--- config.mk ---
export PLATFORM = sky130hd
export DESIGN_NAME = mc_ctrl
export DESIGN_NICKNAME = d
export VERILOG_FILES = /design/src/rtl/mc_ctrl.sv
export SDC_FILE = /design/constraint.sdc
export NUM_CORES = 1
export LEC_CHECK = 0
export ABC_AREA = 1
export BUFFER_PORTS_ARGS = -buffer_cell sky130_fd_sc_hd__buf_2
export CORE_AREA = 2 2 108 110
export CTS_BUF_LIST = sky130_fd_sc_hd__clkbuf_4
export CTS_CLUSTER_SIZE = 28
export DETAILED_ROUTE_END_ITERATION = 7
export DIE_AREA = 0 0 110 112
export PLACE_DENSITY = 0.47
export SLEW_MARGIN = 10
export SYNTH_ARGS = -nofsm -noshare
export SYNTH_HDL_FRONTEND = slang
export SYNTH_SLANG_ARGS = --single-unit
--- constraint.sdc ---
create_clock -name clk -period 4.9 [get_ports clk]
set_input_delay 0.49 -clock clk [delete_from_list [all_inputs] [get_ports clk]]
set_output_delay 0.49 -clock clk [all_outputs]
set_load 0.005 [all_outputs]
--- src/rtl/mc_ctrl.sv ---
// Multi-cycle control FSM for the single-issue MIPS core: sequences fetch, decode,
// execute, memory and write-back, driving every datapath enable and mux select.
module mc_ctrl #(
  parameter logic [4:0]  RA_ADDR = 5'd31,
  parameter int unsigned CNT_W   = 32
) (
  input  logic             clk,
  input  logic             reset,
  input  logic [5:0]       opcode,
  input  logic [5:0]       funct,
  input  logic             zero,
  input  logic             dm_ready,
  output logic [2:0]       state,
  output logic             ir_we,
  output logic             pc_we,
  output logic [1:0]       npc_sel,
  output logic             grf_we,
  output logic [1:0]       reg_dst,
  output logic [1:0]       wd_sel,
  output logic             alu_src,
  output logic [1:0]       alu_op,
  output logic             ext_op,
  output logic             dm_re,
  output logic             dm_we,
  output logic             illegal,
  output logic [CNT_W-1:0] retired
);

  typedef enum logic [2:0] {
    FETCH  = 3'd0,
    DECODE = 3'd1,
    EXEC   = 3'd2,
    MEM    = 3'd3,
    WB     = 3'd4
  } state_e;

  state_e           state_q, state_d;
  logic [CNT_W-1:0] retired_q;
  logic             retire;

  logic is_r, op_addu, op_subu, op_jr, op_nop;
  logic op_ori, op_lui, op_lw, op_sw, op_beq, op_jal, supported;

  always_comb begin
    is_r      = (opcode == 6'b000000);
    op_addu   = is_r && (funct == 6'b100001);
    op_subu   = is_r && (funct == 6'b100011);
    op_jr     = is_r && (funct == 6'b001000);
    op_nop    = is_r && (funct == 6'b000000);
    op_ori    = (opcode == 6'b001101);
    op_lui    = (opcode == 6'b001111);
    op_lw     = (opcode == 6'b100011);
    op_sw     = (opcode == 6'b101011);
    op_beq    = (opcode == 6'b000100);
    op_jal    = (opcode == 6'b000011);
    supported = op_addu | op_subu | op_jr | op_nop | op_ori | op_lui |
                op_lw | op_sw | op_beq | op_jal;
  end

  always_comb begin
    state_d = FETCH;
    ir_we   = 1'b0;
    pc_we   = 1'b0;
    npc_sel = 2'd0;
    grf_we  = 1'b0;
    reg_dst = 2'd0;
    wd_sel  = 2'd0;
    alu_src = 1'b0;
    alu_op  = 2'd0;
    ext_op  = 1'b0;
    dm_re   = 1'b0;
    dm_we   = 1'b0;
    illegal = 1'b0;
    retire  = 1'b0;
    case (state_q)
      FETCH: begin
        ir_we   = 1'b1;
        pc_we   = 1'b1;
        state_d = DECODE;
      end
      DECODE: begin
        if (op_nop)          retire  = 1'b1;
        else if (!supported) illegal = 1'b1;
        else                 state_d = EXEC;
      end
      EXEC: begin
        if (op_addu || op_subu) begin
          alu_op  = op_subu ? 2'd1 : 2'd0;
          state_d = WB;
        end else if (op_ori) begin
          alu_src = 1'b1;
          alu_op  = 2'd2;
          state_d = WB;
        end else if (op_lui) begin
          alu_src = 1'b1;
          alu_op  = 2'd3;
          state_d = WB;
        end else if (op_lw || op_sw) begin
          alu_src = 1'b1;
          ext_op  = 1'b1;
          state_d = MEM;
        end else if (op_beq) begin
          alu_op  = 2'd1;
          pc_we   = zero;
          npc_sel = {1'b0, zero};
          retire  = 1'b1;
        end else if (op_jal) begin
          pc_we   = 1'b1;
          npc_sel = 2'd2;
          grf_we  = 1'b1;
          reg_dst = 2'd2;
          wd_sel  = 2'd2;
          retire  = 1'b1;
        end else if (op_jr) begin
          pc_we   = 1'b1;
          npc_sel = 2'd3;
          retire  = 1'b1;
        end
      end
      MEM: begin
        // Address selects stay stable for the whole memory access.
        if (op_lw || op_sw) begin
          alu_src = 1'b1;
          ext_op  = 1'b1;
          dm_re   = op_lw;
          dm_we   = op_sw;
          if (!dm_ready)  state_d = MEM;
          else if (op_lw) state_d = WB;
          else            retire  = 1'b1;
        end
      end
      WB: begin
        grf_we = 1'b1;
        retire = 1'b1;
        if (op_addu || op_subu) begin
          reg_dst = 2'd1;
          alu_op  = op_subu ? 2'd1 : 2'd0;
        end else if (op_ori) begin
          alu_src = 1'b1;
          alu_op  = 2'd2;
        end else if (op_lui) begin
          alu_src = 1'b1;
          alu_op  = 2'd3;
        end else if (op_lw) begin
          alu_src = 1'b1;
          ext_op  = 1'b1;
          wd_sel  = 2'd1;
        end
      end
      default: state_d = FETCH;
    endcase
    // Reset must silence every strobe at once, independent of the clock.
    if (!reset) begin
      ir_we   = 1'b0;
      pc_we   = 1'b0;
      npc_sel = 2'd0;
      grf_we  = 1'b0;
      reg_dst = 2'd0;
      wd_sel  = 2'd0;
      alu_src = 1'b0;
      alu_op  = 2'd0;
      ext_op  = 1'b0;
      dm_re   = 1'b0;
      dm_we   = 1'b0;
      illegal = 1'b0;
      retire  = 1'b0;
    end
  end

  always_ff @(posedge clk or negedge reset) begin
    if (!reset) begin
      state_q   <= FETCH;
      retired_q <= '0;
    end else begin
      state_q <= state_d;
      if (retire) retired_q <= retired_q + CNT_W'(1);
    end
  end

  assign state   = state_q;
  assign retired = retired_q;

endmodule

==> qor.csv, run 1 <==
metric,value,unit
power_density,168.9,mW/mm²
clockRootBuffer,clkbuf_4,
io_pins,67,
clk_latency,0.34,ns
dp_cells,651,
fin_cells,659,
r2r.worst_path.cells,7,
grt_pass1_vias,2716,
synth_top_family_by_area,simple AND/OR/NAND/NOR gates,
finalHoldViolCount,0,
cts_sinks,35,
worst_clock_skew,0.01248,ns
drv_cap,0,
leakage,1.756,nW
endpoint_kind,output port,
synth_compound_area_share,2.004,%
drive_gt1_share,16.28,%
firstDrtPassIters,4,
grt_max_degree,46,
relSlewSlack,55.49,%
track_usage,13.83,%
yosysWarnings,0,
worst_pin_slew,0.6676,ns
synth_ff_type,dfrtp_1,
nets,532,
post_synth_instance_area,0.002748,mm²
yosysSeqAreaShare,31.88,%
synth-edff-count,0,
rows,39,
final_cell_area,0.003243,mm²
finalCriticalPeriod,2.399,ns
tns,0,ns
async_flop_share,100.0,%
wl_per_cell,12.73,µm
most-common-layout-cells,"nand2_1, nor2_1, buf_2",
syn_avg_cell_area,6.079,µm²
vias,2974,
htreeDepth,2,
dp_hpwl,6539,µm
synth-xor-area-share,4.781,%
drt-total-wl,8387,µm
crit_top_cell,inv_1,
final_antenna_net_count,0,
synth_cell_types,22,
dpl_cell_area,0.003186,mm²
numCtsBuffers,5,
internal_power,0.0003889,W
cp.required,4.41,ns
post_cts_resized,0,
start_util,24.59,%
fmax,416.8,MHz
io_buffers,66,
pwr-share-seq,55.7,%
hold_buffers,0,
cts.clk_slew.worst_paths,0.11,ns
cts.path.max_buffers,2,
startpoint_type,register,
crit_arrival,1.91,ns
min_path_type,input port to asynchronous set/reset pin,
insertedDiodeCount,0,
synth-seq-cells,35,
vdd_drop_max,0.08791,mV
gp_congestion,0.8716,
syn_nets,469,
report.final.slew_viol_count,0,
dieArea,0.01232,mm²
p_sw,0.0001588,W
slowest_delay,0.47,ns
syn_to_final_growth,18.03,%
drtIter0Drc,109,
synthCells,452,
route.detailed.drc,0,
vias_per_cell,4.513,
cts_setup_buffers,0,
die_w,110,µm
pwr-share-comb,13.7,%
min_period_over_period,48.96,%
rsz0062_at_grt,false,
cp_cell_sequence,"inv_1, nor3_2, inv_1, nor2_1, nor2_1, nand2_1, nand2_1, inv_1, buf_2",
p_clk_share,30.6,%
crit_type,register to output port,
critPathMaxFanout,6,
synth_adder_area_share,0.4554,%
crit_slowest_cell,dfrtp_1,
outcome,finished clean,
finalPower,0.0005476,W
fill_cells,1294,
setup-violations-final,0,
grt_pass1_wl,13570,µm
overflow,0,
antenna_found_initial,0,
swShare,28.99,%
coreArea,0.01117,mm²
cts_tree,yes,
final_common_cell,nand2_1,
die_y,112,µm
synthSimpleGateAreaFrac,54.19,%
muxShareOfSynthArea,0,%
cell type report:
cell class / instances / area, µm² / area share, %
clock inverters: 1 / 5.005 / 0.1543
repair buffers: 67 / 337.8 / 10.42
well taps: 143 / 178.9 / 5.517
clock buffers: 7 / 52.55 / 1.620
multi-input cells: 378 / 1688 / 52.04
inverters: 28 / 105.1 / 3.241
flip-flops and latches: 35 / 875.8 / 27.01
layer usage:
metal	track usage (%)	vias up	share of wire, %
met5	0	-	0
met4	2.616	0	0.73
met3	2.518	6	4.4
met2	22.41	57	48
met1	19.21	1364	47
li1	-	1547	-
Yosys cell counts, types with 2 or more instances:
master,instances,area [µm²]
nand2_4,2,22.52
buf_4,4,30.03
dfrtp_1,35,875.8
o21ai_0,4,20.02
nor3_1,4,20.02
nor2_1,81,304.0
nor2_2,4,25.02
nand3b_1,16,120.1
nand2_1,192,720.7
a21oi_1,7,35.03
buf_6,3,33.78
xor2_1,11,96.34
inv_1,27,101.4
clkbuf_1,3,11.26
nand3_1,46,230.2
nand4_1,4,25.02
xnor2_1,4,35.03
sequential cells by signal, indices dropped and copies added, names as in the netlist:
register	cells
retired	32
state	3
worst paths after layout:
path,end,startpoint,slack [ns]
worst max-delay path,ext_op,state[1],2.50
worst min-delay path,retired[29],reset,0.18
worst max register to register,retired[2],state[1],2.86
worst min register to register,retired[31],retired[31],0.53
max in group asynchronous,retired[25],reset,3.77
min in group clk,state[2],dm_ready,0.48
worst max-delay path: cells and delay by family, from the launching register on:
kind / cells / cell delay [ns]
flip-flops: 1 / 0.47
buffers and inverters: 4 / 0.41
AND/OR/NAND/NOR: 5 / 0.69
power by group through the flow:
stage / Sequential [W] / Clock (W) / Combinational [W]
after floorplan: 0.000309 / 0 / 0.0000407
after CTS: 0.000305 / 0.000179 / 0.0000762
final: 0.000305 / 0.000168 / 0.0000752
after global placement: 0.000310 / 0 / 0.0000764
after global routing: 0.000307 / 0.000188 / 0.0000883
after detailed placement: 0.000311 / 0 / 0.0000759
cell families (layout without fill, tap and decap cells):
group	count (synthesis)	in the layout
xor gates and xnor gates	15	15
and+or+nand+nor	351	351
buffers and inverters	39	103
DFF	35	35
adders and majority gates	1	1
AOI/OAI and AO/OA	11	11
metrics by stage:
step	setup slack [ns]	utilization [%]	hold slack (ns)
global placement	2.582	28.51	0.4911
global route	2.317	29.02	0.1926
floorplan	3.097	-	0.1944
detailed placement	2.607	28.51	0.5006
finish	2.501	29.02	0.1777
CTS	2.460	29.02	0.1669
No activity file was read; power rests on OpenSTA's default activity.
==> run 2: changes to the inputs <==
==> config.mk (replaced) <==
export PLATFORM = sky130hd
export DESIGN_NAME = mc_ctrl
export DESIGN_NICKNAME = d
export VERILOG_FILES = /design/src/rtl/mc_ctrl.sv
export SDC_FILE = /design/constraint.sdc
export NUM_CORES = 1
export LEC_CHECK = 0
export ABC_AREA = 0
export BUFFER_PORTS_ARGS = -buffer_cell sky130_fd_sc_hd__buf_2
export CORE_AREA = 2 2 96 98
export CTS_BUF_LIST = sky130_fd_sc_hd__clkbuf_4
export CTS_CLUSTER_SIZE = 28
export DETAILED_ROUTE_END_ITERATION = 7
export DIE_AREA = 0 0 98 100
export PLACE_DENSITY = 0.5
export SLEW_MARGIN = 10
export SYNTH_ARGS = -nofsm -noshare
export SYNTH_HDL_FRONTEND = slang
export SYNTH_SLANG_ARGS = --single-unit
==> constraint.sdc (replaced) <==
create_clock -name clk -period 2.2 [get_ports clk]
set_input_delay 0.22 -clock clk [delete_from_list [all_inputs] [get_ports clk]]
set_output_delay 0.22 -clock clk [all_outputs]
set_load 0.005 [all_outputs]
==> qor.csv, run 2 <==
metric,value,unit,change
synth_ff_type,dfrtp_1,,unchanged
drv_cap,0,,unchanged
relSlewSlack,66.24,%,was 55.49%
syn_avg_cell_area,9.267,µm²,was 6.079 µm²
r2r_start,state[0],,was state[1]
finalHoldViolCount,0,,unchanged
rows,35,,was 39
postLayoutCoreUtil,31.29,%,was 29.02%
cts_tree,yes,,unchanged
leakage,1.324,nW,was 1.756 nW
clk_latency,0.34,ns,about the same
yosysMostFrequentCell,dfrtp_1,,was nand2_1
finalCriticalPeriod,2.106,ns,
syn_nets,246,,was 469
coreArea,0.008890,mm²,was 0.01117 mm²
worst_slack,0.09369,ns,was 2.501 ns
min_period_over_period,95.74,%,
synth_cell_types,54,,was 22
dieArea,0.009800,mm²,was 0.01232 mm²
dpl_cell_area,0.002646,mm²,was 0.003186 mm²
syn_to_final_growth,31.07,%,was 18.03%
worst_clock_skew,0.01297,ns,was 0.01248 ns
hp-start,dm_ready,,
rsz0062_at_grt,false,,unchanged
final_common_cell,buf_2,,was nand2_1
largest_register_ffs,32,,unchanged
track_usage,12.17,%,was 13.83%
synthCells,229,,was 452
clockRootBuffer,clkbuf_4,,unchanged
io_pins,67,,unchanged
crit_arrival,1.89,ns,was 1.91 ns
grt_pass1_vias,1993,,was 2716
fill_cells,954,,was 1294
tns,0,ns,unchanged
min_path_type,input port to register,,was input port to asynchronous set/reset pin
overflow,0,,unchanged
finalPower,0.001442,W,was 0.0005476 W
die_w,98,µm,was 110 µm
drt-total-wl,5790,µm,was 8387 µm
synthTopCellsByCount,"dfrtp_1, xnor2_1, nor2_1, nand2_1, nand4_1",,"was nand2_1, nor2_1, nand3_1, dfrtp_1, inv_1"
startpoint_type,input port,,was register
final_antenna_net_count,0,,unchanged
firstDrtPassIters,4,,unchanged
start_util,23.87,%,was 24.59%
nets,324,,was 532
dp_hpwl,4343,µm,was 6539 µm
grt_pass1_wl,9922,µm,was 13570 µm
crit_path_start,opcode[3],,was state[1]
min_to,state[0],,
multi_input_area,0.001195,mm²,was 0.001688 mm²
cp.required,1.98,ns,was 4.41 ns
drtIter0Drc,32,,was 109
yosysSeqAreaShare,41.27,%,was 31.88%
grt_max_degree,32,,was 46
cts_sinks,35,,unchanged
fmax,474.8,MHz,
setup-violations-final,0,,unchanged
ys_top_cells_by_area,"dfrtp_1, xnor2_1, nand4_1, nor2_1, nand3_1",,"was dfrtp_1, nand2_1, nor2_1, nand3_1, nand3b_1"
synth-seq-cells,35,,unchanged
vdd_drop_max,0.2842,mV,was 0.08791 mV
vias_per_cell,4.682,,was 4.513
worst_pin_slew,0.4986,ns,was 0.6676 ns
route.detailed.drc,0,,unchanged
endpoint_kind,output port,,unchanged
vias,1957,,was 2974
yosysWarnings,0,,unchanged
post_synth_instance_area,0.002122,mm²,was 0.002748 mm²
critPathMaxFanout,3,,was 6
die_y,100,µm,was 112 µm
crit_type,input port to output port,,was register to output port
cts.path.max_buffers,2,,unchanged
worstHoldPathCells,3,,
io_buffers,66,,unchanged
outcome,finished clean,,unchanged
synth_top_area_share,41.27,%,was 31.88%
power_density,518.6,mW/mm²,was 168.9 mW/mm²
place_ws,0.007957,ns,was 2.607 ns
insertedDiodeCount,0,,unchanged
htreeDepth,2,,unchanged
most-common-layout-cells,"buf_2, dfrtp_1, xnor2_1",,"was nand2_1, nor2_1, buf_2"
cts.clk_slew.worst_paths,0.11,ns,about the same
r2r.worst_path.cells,7,,unchanged
gp_congestion,0.7673,,was 0.8716
reg2reg_slack,0.21,ns,was 2.86 ns
regArea,877.1,µm²,was 875.8 µm²
yosysTopAreaCell,dfrtp_1,,unchanged
async_flop_share,100.0,%,unchanged
drive_gt1_share,36.16,%,was 16.28%
wl_per_cell,13.85,µm,was 12.73 µm
report.final.slew_viol_count,0,,unchanged
final_cell_area,0.002781,mm²,was 0.003243 mm²
synth-edff-count,0,,unchanged
r2r-end,retired[8],,was retired[2]
antenna_found_initial,0,,unchanged
numCtsBuffers,5,,unchanged
[run 2: power breakdown]
part / total (W) / internal (W) / switching (W)
clock network: 0.000467 / 0.000247 / 0.000220
registers: 0.000678 / 0.000662 / 0.0000160
logic: 0.000298 / 0.000128 / 0.000169
[run 2: critical path: stages]
cell and delay, ns:
buf_2 0.13, or3_4 0.39, a21oi_2 0.14, o31a_2 0.19
or3b_2 0.46, a211oi_2 0.21, buf_2 0.14
[run 2: through the flow]
step | std cells | hold WS (ns)
finish | 418 | 0.1945
global route | 418 | 0.1943
CTS | 418 | 0.1760
detailed placement | 409 | 0.1021
global placement | 409 | 0.09832
floorplan | 229 | -0.07559
[run 2: cells by family after synthesis]
logic type,synth area share (%)
compound gates,7.961
fa+ha+maj,0.5895
flops,41.27
simple gates,31.55
buf+inv,4.540
xor+xnor,13.56
mux,0.5306
[run 2: timing repair]
item,in CTS,in global routing
hold buffers,1,0
endpoints found under the setup margin,1,8
endpoints found under the hold margin,4,0
buffers inserted,1,0
resized for setup,2,9
[run 2: how the worst max path moves through the flow]
| stage | end | slack, ns | cells after the start |
|---|---|---|---|
| after floorplan | retired[8] | 0.24 | 6 |
| final | pc_we | 0.09 | 7 |
| after detailed placement | retired[8] | 0.008 | 7 |
| after global routing | pc_we | 0.009 | 7 |
| after global placement | retired[8] | 0.03 | 7 |
| after CTS | illegal | 0.04 | 3 |
[run 2: per-layer routing]
metal	share of wire [%]	GRT usage (%)	up-vias
met4	0.88	2.885	0
met2	45	19.76	58
met3	6.6	3.134	4
li1	-	-	975
met1	47	16.36	920
met5	0	0	-
[run 2: final cells by class]
class                           count  share of cell area (%)
Sequential cell                    35                   31.53
Inverter                            6                  0.8097
Multi-Input combinational cell    176                   42.96
Clock inverter                      1                   1.080
Timing Repair Buffer               83                   17.00
Tap cell                          111                   4.993
Clock buffer                        6                   1.619
==> run 3: changes to the inputs <==
--- a/config.mk
+++ b/config.mk
@@ -13,6 +13,7 @@
 export DETAILED_ROUTE_END_ITERATION = 7
 export DIE_AREA = 0 0 98 100
 export PLACE_DENSITY = 0.5
+export SETUP_SLACK_MARGIN = 0.1
 export SLEW_MARGIN = 10
 export SYNTH_ARGS = -nofsm -noshare
 export SYNTH_HDL_FRONTEND = slang
==> qor.csv, run 3 (same netlist as run 2, synthesis figures left out) <==
metric,value,unit,change
outcome,finished clean,,unchanged
dp_cells,409,,unchanged
dieArea,0.009800,mm²,unchanged
coreArea,0.008890,mm²,unchanged
reg2reg_slack,0.21,ns,about the same
finalHoldViolCount,0,,unchanged
slowest_delay,0.46,ns,about the same
critPathMaxFanout,3,,unchanged
clk_latency,0.34,ns,about the same
worst_pin_slew,0.4988,ns,was 0.4986 ns
finalCriticalPeriod,2.110,ns,was 2.106 ns
min_period_over_period,95.91,%,was 95.74%
io_pins,67,,unchanged
crit_slowest_cell,or3b_2,,unchanged
largest_register_ffs,32,,unchanged
nets,326,,was 324
cts_sinks,35,,unchanged
io_buffers,66,,unchanged
clockRootBuffer,clkbuf_4,,unchanged
vdd_drop_max,0.2847,mV,was 0.2842 mV
syn_to_final_growth,31.25,%,was 31.07%
worst-path-buf-inv,2,,unchanged
final_common_cell,buf_2,,unchanged
insertedDiodeCount,0,,unchanged
dp_hpwl,4343,µm,unchanged
crit_top_cell,buf_2,,unchanged
track_usage,12.21,%,was 12.17%
fin_cells,420,,was 418
htreeDepth,2,,unchanged
leakage,1.336,nW,was 1.324 nW
antenna_found_initial,0,,unchanged
cts_tree,yes,,unchanged
vias_per_cell,4.650,,was 4.682
final_cell_area,0.002785,mm²,was 0.002781 mm²
cp_cell_sequence,"buf_2, or3_4, a21oi_2, o31a_2, or3b_2, a211oi_2, buf_2",,unchanged
crit_arrival,1.89,ns,about the same
path_delay_family,simple AND/OR/NAND/NOR gates,,unchanged
dpl_cell_area,0.002646,mm²,unchanged
startpoint_type,input port,,unchanged
report.final.slew_viol_count,0,,unchanged
cp.required,1.98,ns,about the same
final_antenna_net_count,0,,unchanged
drv_cap,0,,unchanged
cts.clk_slew.worst_paths,0.11,ns,about the same
route.detailed.drc,0,,unchanged
grt_pass1_wl,9949,µm,was 9922 µm
fmax,473.9,MHz,was 474.8 MHz
drive_gt1_share,36.25,%,was 36.16%
endpoint_kind,output port,,unchanged
die_w,98,µm,unchanged
grt_max_degree,32,,unchanged
firstDrtPassIters,4,,unchanged
worst_clock_skew,0.01297,ns,about the same
drt-total-wl,5823,µm,was 5790 µm
drtIter0Drc,32,,unchanged
numCtsBuffers,5,,unchanged
overflow,0,,unchanged
finalPower,0.001442,W,about the same
crit_type,input port to output port,,unchanged
tns,0,ns,unchanged
setup-violations-final,0,,unchanged
grt_pass1_vias,2011,,was 1993
min_path_type,input port to register,,unchanged
wl_per_cell,13.86,µm,was 13.85 µm
gp_congestion,0.7673,,unchanged
most-common-layout-cells,"buf_2, dfrtp_1, xnor2_1",,unchanged
rows,35,,unchanged
power_density,517.9,mW/mm²,was 518.6 mW/mm²
vias,1953,,was 1957
cts.path.max_buffers,2,,unchanged
die_y,100,µm,unchanged
start_util,23.87,%,unchanged
relSlewSlack,66.22,%,was 66.24%
rsz0062_at_grt,true,,was false
==> run 3: cell type report <==
cell class	instances	area, µm²
clock buffers	6	45.04
clock inverters	1	30.03
fillers	953	6105
inverters	6	22.52
multi-input cells	176	1181
flip-flops and latches	35	877.1
well taps	111	138.9
repair buffers	85	490.5
==> run 3: metal layers <==
layer | part of all wire [%] | global-route usage, % | vias to the layer above
li1 | - | - | 977
met1 | 48 | 16.36 | 914
met2 | 44 | 19.76 | 56
met3 | 6.4 | 3.134 | 6
met4 | 1.2 | 3.205 | 0
met5 | 0 | 0 | -
==> run 3: power by group <==
group	internal, W	switching (W)
combinational	0.000130	0.000169
sequential	0.000662	0.0000148
clock	0.000247	0.000220
==> run 3: worst register-to-register path: stages, from the launching register on <==
cell     delay (ns)
dfrtp_2        0.42
buf_4          0.16
nor3b_1        0.25
a41oi_1        0.08
o41a_1         0.15
and2_4         0.16
or4_4          0.54
xnor2_2        0.14
==> run 3: worst paths after layout <==
check | from | endpoint | cells past startpoint
worst max-delay path | opcode[3] | pc_we | 7
worst min-delay path | dm_ready | state[0] | 3
worst max register to register | state[0] | retired[8] | 7
worst min register to register | retired[31] | retired[31] | 1
max in group asynchronous | reset | retired[0] | 3
min in group asynchronous | reset | state[2] | 2
==> run 3: what timing repair did <==
item                       CTS  global route
buffers inserted             3             0
hold buffers                 1             0
hold endpoints to repair     4             0
setup endpoints to repair    3            10
pin swaps                    1             0
resized for setup            4             6
==> run 3: through the flow <==
step | util (%) | hold slack, ns | setup WS (ns)
detailed placement | 29.77 | 0.1021 | 0.007957
floorplan | - | -0.07559 | 0.2417
CTS | 31.13 | 0.1760 | 0.09346
global route | 31.33 | 0.1943 | 0.009441
finish | 31.33 | 0.1932 | 0.09001
global placement | 29.77 | 0.09832 | 0.03043
